## src/rtl/shift_pkg.sv

```systemverilog
// Shared types and constants for the multi-pass left-shift sequencer.
// The result bus is packed as {N, Z, C, V, data}.
package shift_pkg;

  localparam int WIDTH_D = 32;
  localparam int STEP_D  = 5;
  localparam int AMT_W_D = 5;

  localparam int FLAG_W = 4;
  localparam int FLAG_N = 35;
  localparam int FLAG_Z = 34;
  localparam int FLAG_C = 33;
  localparam int FLAG_V = 32;

  typedef enum logic [1:0] {
    IDLE  = 2'd0,
    SHIFT = 2'd1,
    DONE  = 2'd2
  } state_t;

endpackage

```

## src/rtl/shift_sequencer_if.sv

```systemverilog
// Request/result bus between operand decode, the shift sequencer and writeback.
interface shift_sequencer_if #(
  parameter int WIDTH = 32,
  parameter int AMT_W = 5
);
  import shift_pkg::*;

  // Handshake: a transfer happens on a rising edge where valid && ready.
  // The producer holds its payload while valid is high and unaccepted;
  // ready never depends combinationally on valid.
  logic                      start_valid;
  logic                      start_ready;
  logic [WIDTH-1:0]          din;
  logic [AMT_W-1:0]          s_amt;
  logic                      res_valid;
  logic                      res_ready;
  logic [WIDTH+FLAG_W-1:0]   result;

  modport master (
    output start_valid, din, s_amt, res_ready,
    input  start_ready, res_valid, result
  );

  modport slave (
    input  start_valid, din, s_amt, res_ready,
    output start_ready, res_valid, result
  );

endinterface

```

## src/rtl/shift_step.sv

```systemverilog
// One pass of the shifter: a << step with the last bit shifted out as carry.
// step is bounded by the per-pass limit; step == 0 yields carry 0.
module shift_step #(
  parameter int WIDTH = 32,
  parameter int SW    = 3
) (
  input  logic [WIDTH-1:0] a,
  input  logic [SW-1:0]    step,
  output logic [WIDTH-1:0] y,
  output logic             carry
);

  logic [WIDTH:0] wide;

  // The extra top bit catches a[WIDTH-step], the last bit pushed out.
  assign wide  = {1'b0, a} << step;
  assign y     = wide[WIDTH-1:0];
  assign carry = wide[WIDTH];

endmodule

```

## src/rtl/shift_sequencer.sv

```systemverilog
// Breaks a 0..31 left shift into passes of at most STEP bits, then
// presents the shifted data with N/Z/C/V flags on the result bus.
module shift_sequencer
  import shift_pkg::*;
#(
  parameter int WIDTH = WIDTH_D,
  parameter int STEP  = STEP_D,
  parameter int AMT_W = AMT_W_D
) (
  input  logic              clk,
  input  logic              reset_n,
  shift_sequencer_if.slave  bus,
  input  logic              abort,
  output logic              busy,
  output logic [2:0]        pass_cnt,
  output state_t            dbg_state
);

  localparam int SW = $clog2(STEP + 1);

  state_t           state;
  state_t           state_nx;
  logic [WIDTH-1:0] acc;
  logic [WIDTH-1:0] acc_sh;
  logic [AMT_W-1:0] rem;
  logic [AMT_W-1:0] rem_nx;
  logic             carry;
  logic             carry_sh;
  logic [SW-1:0]    step;

  // Per-pass amount is the remaining shift clipped to the shifter limit.
  always_comb begin
    step = SW'(STEP);
    if (rem < AMT_W'(STEP)) step = rem[SW-1:0];
  end

  assign rem_nx = rem - AMT_W'(step);

  shift_step #(.WIDTH(WIDTH), .SW(SW)) u_step (
    .a     (acc),
    .step  (step),
    .y     (acc_sh),
    .carry (carry_sh)
  );

  always_ff @(posedge clk or negedge reset_n) begin
    if (!reset_n) state <= IDLE;
    else          state <= state_nx;
  end

  // abort wins over both pass completion and the result handshake.
  always_comb begin
    state_nx = state;
    case (state)
      IDLE:    if (bus.start_valid) state_nx = (bus.s_amt != '0) ? SHIFT : DONE;
      SHIFT:   if (abort) state_nx = IDLE;
               else if (rem_nx == '0) state_nx = DONE;
      DONE:    if (abort || bus.res_ready) state_nx = IDLE;
      default: state_nx = IDLE;
    endcase
  end

  always_ff @(posedge clk or negedge reset_n) begin
    if (!reset_n) begin
      acc      <= '0;
      rem      <= '0;
      carry    <= 1'b0;
      pass_cnt <= '0;
    end else if (state == IDLE && bus.start_valid) begin
      acc      <= bus.din;
      rem      <= bus.s_amt;
      carry    <= 1'b0;
      pass_cnt <= '0;
    end else if (state == SHIFT && !abort) begin
      acc      <= acc_sh;
      carry    <= carry_sh;
      rem      <= rem_nx;
      pass_cnt <= pass_cnt + 3'd1;
    end
  end

  // Outputs decode the state register only; result is zero outside DONE.
  always_comb begin
    bus.start_ready = (state == IDLE);
    busy            = (state != IDLE);
    bus.res_valid   = (state == DONE);
    bus.result      = '0;
    if (state == DONE) bus.result = {acc[WIDTH-1], (acc == '0), carry, 1'b0, acc};
    dbg_state       = state;
  end

endmodule
```

## src/flat_wrapper.sv

```systemverilog
// flat-port wrapper written by rule: the top's interface ports become plain ports
module shift_sequencer_flat import shift_pkg::*;
#(
  parameter int WIDTH = WIDTH_D,
  parameter int STEP  = STEP_D,
  parameter int AMT_W = AMT_W_D
)
  (clk, reset_n, abort, busy, pass_cnt, dbg_state, bus_start_valid, bus_din, bus_s_amt, bus_res_ready, bus_start_ready, bus_res_valid, bus_result);
  shift_sequencer_if #(.WIDTH(WIDTH), .AMT_W(AMT_W)) bus_i ();
  input  logic clk;
  input  logic reset_n;
  input  logic abort;
  output logic busy;
  output logic [2:0] pass_cnt;
  output state_t dbg_state;
  input wire logic [$bits(bus_i.start_valid)-1:0] bus_start_valid;
  input wire logic [$bits(bus_i.din)-1:0] bus_din;
  input wire logic [$bits(bus_i.s_amt)-1:0] bus_s_amt;
  input wire logic [$bits(bus_i.res_ready)-1:0] bus_res_ready;
  output wire logic [$bits(bus_i.start_ready)-1:0] bus_start_ready;
  output wire logic [$bits(bus_i.res_valid)-1:0] bus_res_valid;
  output wire logic [$bits(bus_i.result)-1:0] bus_result;
  assign bus_i.start_valid = bus_start_valid;
  assign bus_i.din = bus_din;
  assign bus_i.s_amt = bus_s_amt;
  assign bus_i.res_ready = bus_res_ready;
  assign bus_start_ready = bus_i.start_ready;
  assign bus_res_valid = bus_i.res_valid;
  assign bus_result = bus_i.result;
  shift_sequencer #(.WIDTH(WIDTH), .STEP(STEP), .AMT_W(AMT_W)) u_core (.clk(clk), .reset_n(reset_n), .bus(bus_i), .abort(abort), .busy(busy), .pass_cnt(pass_cnt), .dbg_state(dbg_state));
endmodule
```

## config.mk

```make
export PLATFORM = sky130hd
export DESIGN_NAME = shift_sequencer_flat
export DESIGN_NICKNAME = d
export VERILOG_FILES = /design/src/rtl/shift_pkg.sv /design/src/rtl/shift_sequencer_if.sv /design/src/rtl/shift_step.sv /design/src/rtl/shift_sequencer.sv /design/src/flat_wrapper.sv
export SDC_FILE = /design/constraint.sdc
export NUM_CORES = 1
export LEC_CHECK = 0
export BUFFER_PORTS_ARGS = -buffer_cell sky130_fd_sc_hd__buf_4
export CAP_MARGIN = 15
export CELL_PAD_IN_SITES_DETAIL_PLACEMENT = 1
export CELL_PAD_IN_SITES_GLOBAL_PLACEMENT = 2
export CORE_UTILIZATION = 30
export DETAILED_ROUTE_END_ITERATION = 7
export GPL_ROUTABILITY_DRIVEN = 1
export HOLD_SLACK_MARGIN = 0.05
export PLACE_DENSITY = 0.84
export SYNTH_ARGS = -nofsm -noshare
export SYNTH_HDL_FRONTEND = slang
export SYNTH_HIERARCHICAL = 1
export SYNTH_SLANG_ARGS = --single-unit
```

## constraint.sdc

```tcl
create_clock -name clk -period 2.1 [get_ports clk]
set_input_delay 0.21 -clock clk [delete_from_list [all_inputs] [get_ports clk]]
set_output_delay 0.21 -clock clk [all_outputs]
set_load 0.1 [all_outputs]
```

---- Word-level counts from Yosys, hierarchy flattened ----
Index checks and enable logic that the tools add are counted.
word-level totals
  flip-flop bits (word level) ............. 43
  input bits .............................. 42
  output and inout port bits .............. 44
  logic and storage cells ................. 41
operators by class
  $add $sub $neg .......................... 2
  $lt $le $gt $ge ......................... 1
  equal/unequal tests ..................... 5
  shift operators ......................... 1
  muxes and demuxes ....................... 16
  reduce and logical (&&, ||, !) cells .... 11
operators by type and width
  cell                                                                     number
  32-bit 2-to-1 mux                                                        2
  36-bit 2-to-1 mux                                                        1
  32-bit by 3-bit left shift with 33-bit output                            1
  32-bit zero test                                                         1
  2-bit 2-to-1 mux                                                         5
  5-bit 2-to-1 mux                                                         2
  3-bit 2-to-1 mux                                                         3
  2-bit one-hot mux with 3 select lines                                    1
  5-bit zero test                                                          1
  5-bit by 3-bit < comparator with 1-bit output, second input constant     1
  5-bit nonzero test                                                       1
  5-bit by 3-bit subtractor with 5-bit output                              1
  2-bit nonzero test                                                       2
  3-bit by 1-bit adder with 3-bit output, second input constant            1
  3-bit by 2-bit inequality test with 1-bit output, second input constant  1
  3-bit AND reduction                                                      1
  2-bit by 1-bit == test with 1-bit output, second input constant          1
  2-bit == test, second input constant                                     1
  1-bit logical AND                                                        2
  2-bit zero test                                                          1
  1-bit 2-to-1 mux                                                         2
  2-bit by 1-bit inequality test with 1-bit output, second input constant  1
  2-bit inequality test, second input constant                             1
  1-bit zero test                                                          1
  1-bit logical OR                                                         1

---- Depth between registers and ports, before layout ----
  depth after elaboration ................. 7
  gate-level depth with buffers ........... 11

---- Cells and area by module ----
The synthesis kept the hierarchy.
by module, submodules not included
  module           instances  cells each  area an instance (um^2)
  shift_sequencer  1          262         2444.8
  shift_step       1          155         1406.3

---- Worst setup path before layout ----
No wires, ideal clock.
  path type ............................... flip-flop to output port
  start point ............................. register u_core.state[1], in the netlist u_core/dbg_state[1]
  end point ............................... output port bus_result[35]
  arrival ................................. 3.772 ns
  data required time ...................... 1.890 ns
  setup slack ............................. -1.882 ns
  stages on the path, launching flop included .. 6
  buffers on the path ..................... 3
  cells stage by stage .................... dfrtp_1 and2b_1 clkbuf_1 clkbuf_1 and2_1 buf_4
between the ends
  word-level cells in the longest chain between the ends .. 2
ends and longest elaborated chain
  what                    RTL line               source
  start, declared         shift_sequencer.sv:21  state_t state;
  start signal, assigned  shift_sequencer.sv:48  else state <= state_nx;
  2-bit == test           n/a
  via bus_res_valid       flat_wrapper.sv:21     output wire logic [$bits(bus_i.res_valid)-1:0] bus_res_valid;
  36-bit 2-to-1 mux       shift_sequencer.sv:88  if (state == DONE) bus.result = {acc[WIDTH-1], (acc == '0), carry, 1'b0, acc};
  end, declared           flat_wrapper.sv:22     output wire logic [$bits(bus_i.result)-1:0] bus_result;
The timed path passes the listed nets, and every way through them passes these cells.

---- Worst setup path after layout ----
  start point ............................. register u_core.rem[2]
  end point ............................... register u_core.acc[25]
between the ends
  word-level cells in the longest chain between the ends .. 5
ends and longest elaborated chain
  what                                               RTL line               source
  start, declared                                    shift_sequencer.sv:25  logic [AMT_W-1:0] rem;
  start signal, assigned                             shift_sequencer.sv:71  rem <= bus.s_amt;
  start signal, assigned                             shift_sequencer.sv:77  rem <= rem_nx;
  5-bit by 3-bit < comparator with 1-bit output      shift_sequencer.sv:34  if (rem < AMT_W'(STEP)) step = rem[SW-1:0];
  3-bit 2-to-1 mux (*)                               shift_sequencer.sv:34
  via u_core.step[2]                                 shift_sequencer.sv:29  logic [SW-1:0] step;
  32-bit by 3-bit left shift with 33-bit output (*)  shift_step.sv:16       assign wide = {1'b0, a} << step;
  via u_core.acc_sh[25]                              shift_sequencer.sv:24  logic [WIDTH-1:0] acc_sh;
  32-bit 2-to-1 mux (*)                              shift_sequencer.sv:74  end else if (state == SHIFT && !abort) begin
  32-bit 2-to-1 mux (*)                              shift_sequencer.sv:69  end else if (state == IDLE && bus.start_valid) begin
  end signal, assigned                               shift_sequencer.sv:70  acc <= bus.din;
  end signal, assigned                               shift_sequencer.sv:75  acc <= acc_sh;
  end, declared                                      shift_sequencer.sv:23  logic [WIDTH-1:0] acc;
The timed path passes the listed nets; every way through them passes the cells marked *. The select of a mux whose other input is x is not followed.
A chain may end at the register's enable or synchronous reset.

==> impl_metrics.yaml <==
power:
  p_clk_share_pct: 7.3
  pwr-share-comb_pct: 75.0
  p_leak_nw: 2.62
  power_switching_share_pct: 51.4
  internal_power_mw: 5.18
  seqPwrFrac_pct: 17.6
  peakVddDrop_v: 0.000631
  cellPowerDensity_mw_per_mm2: 1870
  power_mw: 10.7
  switchingPower_mw: 5.48
critical_path:
  criticalPathCategory: "flop to flop"
  crit_arrival_ps: 2520
  cp_max_fo: 5
  reg2reg_slack_ps: -200
  end_kind: "flop"
  reg2reg_depth: 9
  r2r_end: "u_core/acc[25]"
  required_ps: 2320
  r2r-start: "u_core/rem[2]"
  crit_path_start_kind: "flop"
  crit_path_start: "u_core/rem[2]"
floorplanning:
  start_util_pct: 30.6
  ios: 86
  row_count: 41
  coreArea_mm2: 0.0126
  fp.dieH_um: 115
  die_area_mm2: 0.0133
  fp.dieW_um: 115
synthesis:
  synth_edf_count: 0
  synth-main-ff-cell: "dfrtp_1"
  postSynthAreaPerCell_um2: 9.24
  synth_cell_types: 58
  async_flop_share_pct: 100
  syn-num-nets: 461
  synth_top_cell_area_share_pct: 27.9
  synth-seq-area-share_pct: 27.9
  synthCells: 417
  yosys.area.top_type: "dfrtp_1"
  synthesis.area_mm2: 0.00385
  synth_area_leaders: "dfrtp_1 28%, mux2i_1 15%, mux2_2 5.8%"
  synth_seq_cells: 43
  yosys_warnings: 6
global_route:
  grt_first_pass_wirelength_um: 21200
  grt_overflow: 0
  grt_pass1_vias: 3931
  grtUsageTotal_pct: 20.6
  grt_start_max_net_pins: 47
  antenna_found_initial: 0
flow_run:
  maxCapViolations: 0
timing:
  hold_viol: 0
  worst_slack_ps: -202
  relSlewSlack_pct: 58.1
  slew_violations: 0
  finalCritPeriodShare_pct: 110
  clock.fmax_ghz: 0.434
  skew_ps: 4.24
  tightest_slew_ps: 629
  rsz0062_at_grt: "true"
  period_needed_ps: 2300
  setup_violations: 29
placement:
  place.gp.congestion: 0.849
  dpl_cell_area_mm2: 0.00485
  placedCellCount: 681
  port_buffers: 84
  hpwl_um: 9000
hold_path:
  min_to: "u_core/acc[3]"
  hp-start: "bus_din[3]"
  holdPathStages: 3
  hold_path.class: "primary input to flop"
routing:
  ant_nets: 0
  first_pass_iters: 4
  drc_errors: 0
  vias: 3859
  drt-total-wl_um: 14700
  drt_iter0_drc: 199
  viasPerCell: 5.45
  wl_per_cell_um: 20.8
clocking:
  cts_sinks: 43
  cts_tree: "yes"
  clock_path_buffers: 2
  path_clk_slew_ps: 60
  clk_latency_ps: 290
  cts_buffers: 5
  h-tree-depth: 2
  root_buffer: "clkbuf_16"
layout:
  finalInstanceArea_mm2: 0.00570
  antennaDiodeCount: 0
  seq_area_mm2: 0.00109
  fin_nets: 579
  nFillCells: 1449
  final_cell_mix: "123 x buf_4, 54 x mux2i_1, 44 x nand2_1, 39 x dfrtp_1, 28 x and2_2"
  final_cells: 708
  multiInputGateArea_mm2: 0.00305
  drive_above_1_share_pct: 52.4
  final_common_cell: "buf_4"
  syn2layout_area_growth_pct: 48.1
outcome:
  violations: "negative setup slack"
  status: "finished, violations left"
-- worst max-delay path: stages (launching register included) --
cell and delay, ps:
dfrtp_1 420, or3_4 420, nor2_4 160, buf_4 140, buf_6 130, nand2b_4 170, a2bb2o_4 220, a221oi_2 260
mux2i_1 130, o21ai_1 150
-- power by group through the flow --
stage / Clock, mW / Sequential [mW] / Combinational [mW]
finish: 0.782 / 1.88 / 8.00
floorplan: 0 / 1.90 / 4.59
global route: 0.834 / 1.93 / 8.47
CTS: 0.802 / 1.80 / 6.57
global placement: 0 / 1.75 / 6.07
detailed placement: 0 / 1.78 / 6.23
-- layer usage --
layer | wire length, um | vias to the layer above | track usage (%)
li1 | - | 1793 | -
met2 | 7480 | 97 | 35.7
met1 | 6270 | 1946 | 26.5
met5 | 0 | - | 0
met3 | 550 | 23 | 2.48
met4 | 394 | 0 | 6.93
-- flip-flops by register name, summed over array words and instances, names as in the netlist --
register and cells:
u_core/rem 5, u_core/dbg_state 2, u_core/pass_cnt 3, u_core/acc 32, u_core/carry 1
-- cell type report --
type | instances | area share (%)
Multi-Input combinational cell | 339 | 53.5
Timing Repair Buffer | 143 | 21.0
Sequential cell | 43 | 19.0
Tap cell | 172 | 3.77
Clock buffer | 7 | 2.33
Inverter | 3 | 0.197
Clock inverter | 1 | 0.0878
-- synthesized netlist by cell type (all sizes together), types with 4 or more instances --
cell type	instances
o22ai	23
mux2i	60
a221oi	17
a21oi	4
nand2	46
and2	34
nand2b	6
mux2	21
nor4	9
mux4	4
or2	4
o21ai	41
dfrtp	43
nor3b	4
buf	19
a221o	4
clkbuf	17
nor2	18
-- metrics by stage --
step           setup WS [ps]  hold WS, ps  utilization [%]  setup TNS [ps]
6_report                -202          119             45.4           -1740
3_5_place_dp            -231          263             38.6           -4490
4_1_cts                -43.6          119             41.3            -104
2_1_floorplan          -46.5        -85.6                -           -46.5
3_3_place_gp            -158          258             38.6           -2770
5_1_grt                 -260          127             45.4           -4270
-- repair_timing --
| action | CTS | global route |
|---|---|---|
| cloned | 0 | 4 |
| hold buffers | 1 | 0 |
| setup buffers | 6 | 8 |
| gates resized for setup | 37 | 78 |
| pin swaps | 2 | 10 |
| hold endpoints to repair | 43 | 0 |
| endpoints found under the setup margin | 70 | 50 |
-- cells by family after synthesis --
family	synth area share, %
buffers and inverters	7.70
xor gates and xnor gates	0.227
adders and majority gates	0.650
AOI/OAI and AO/OA	19.7
and+or+nand+nor	19.5
other	0.0974
DFF	27.9
muxes	24.3
-- worst max-delay path by stage --
stage / to / slack (ps) / depth (start not counted)
final: u_core/acc[25] / -200 / 9
after global routing: u_core/acc[25] / -260 / 9
after CTS: u_core/carry / -40 / 7
after detailed placement: u_core/acc[6] / -230 / 7
after global placement: u_core/acc[6] / -160 / 7
after floorplan: bus_result[35] / -50 / 5
Power figures use the tool's default switching activity.
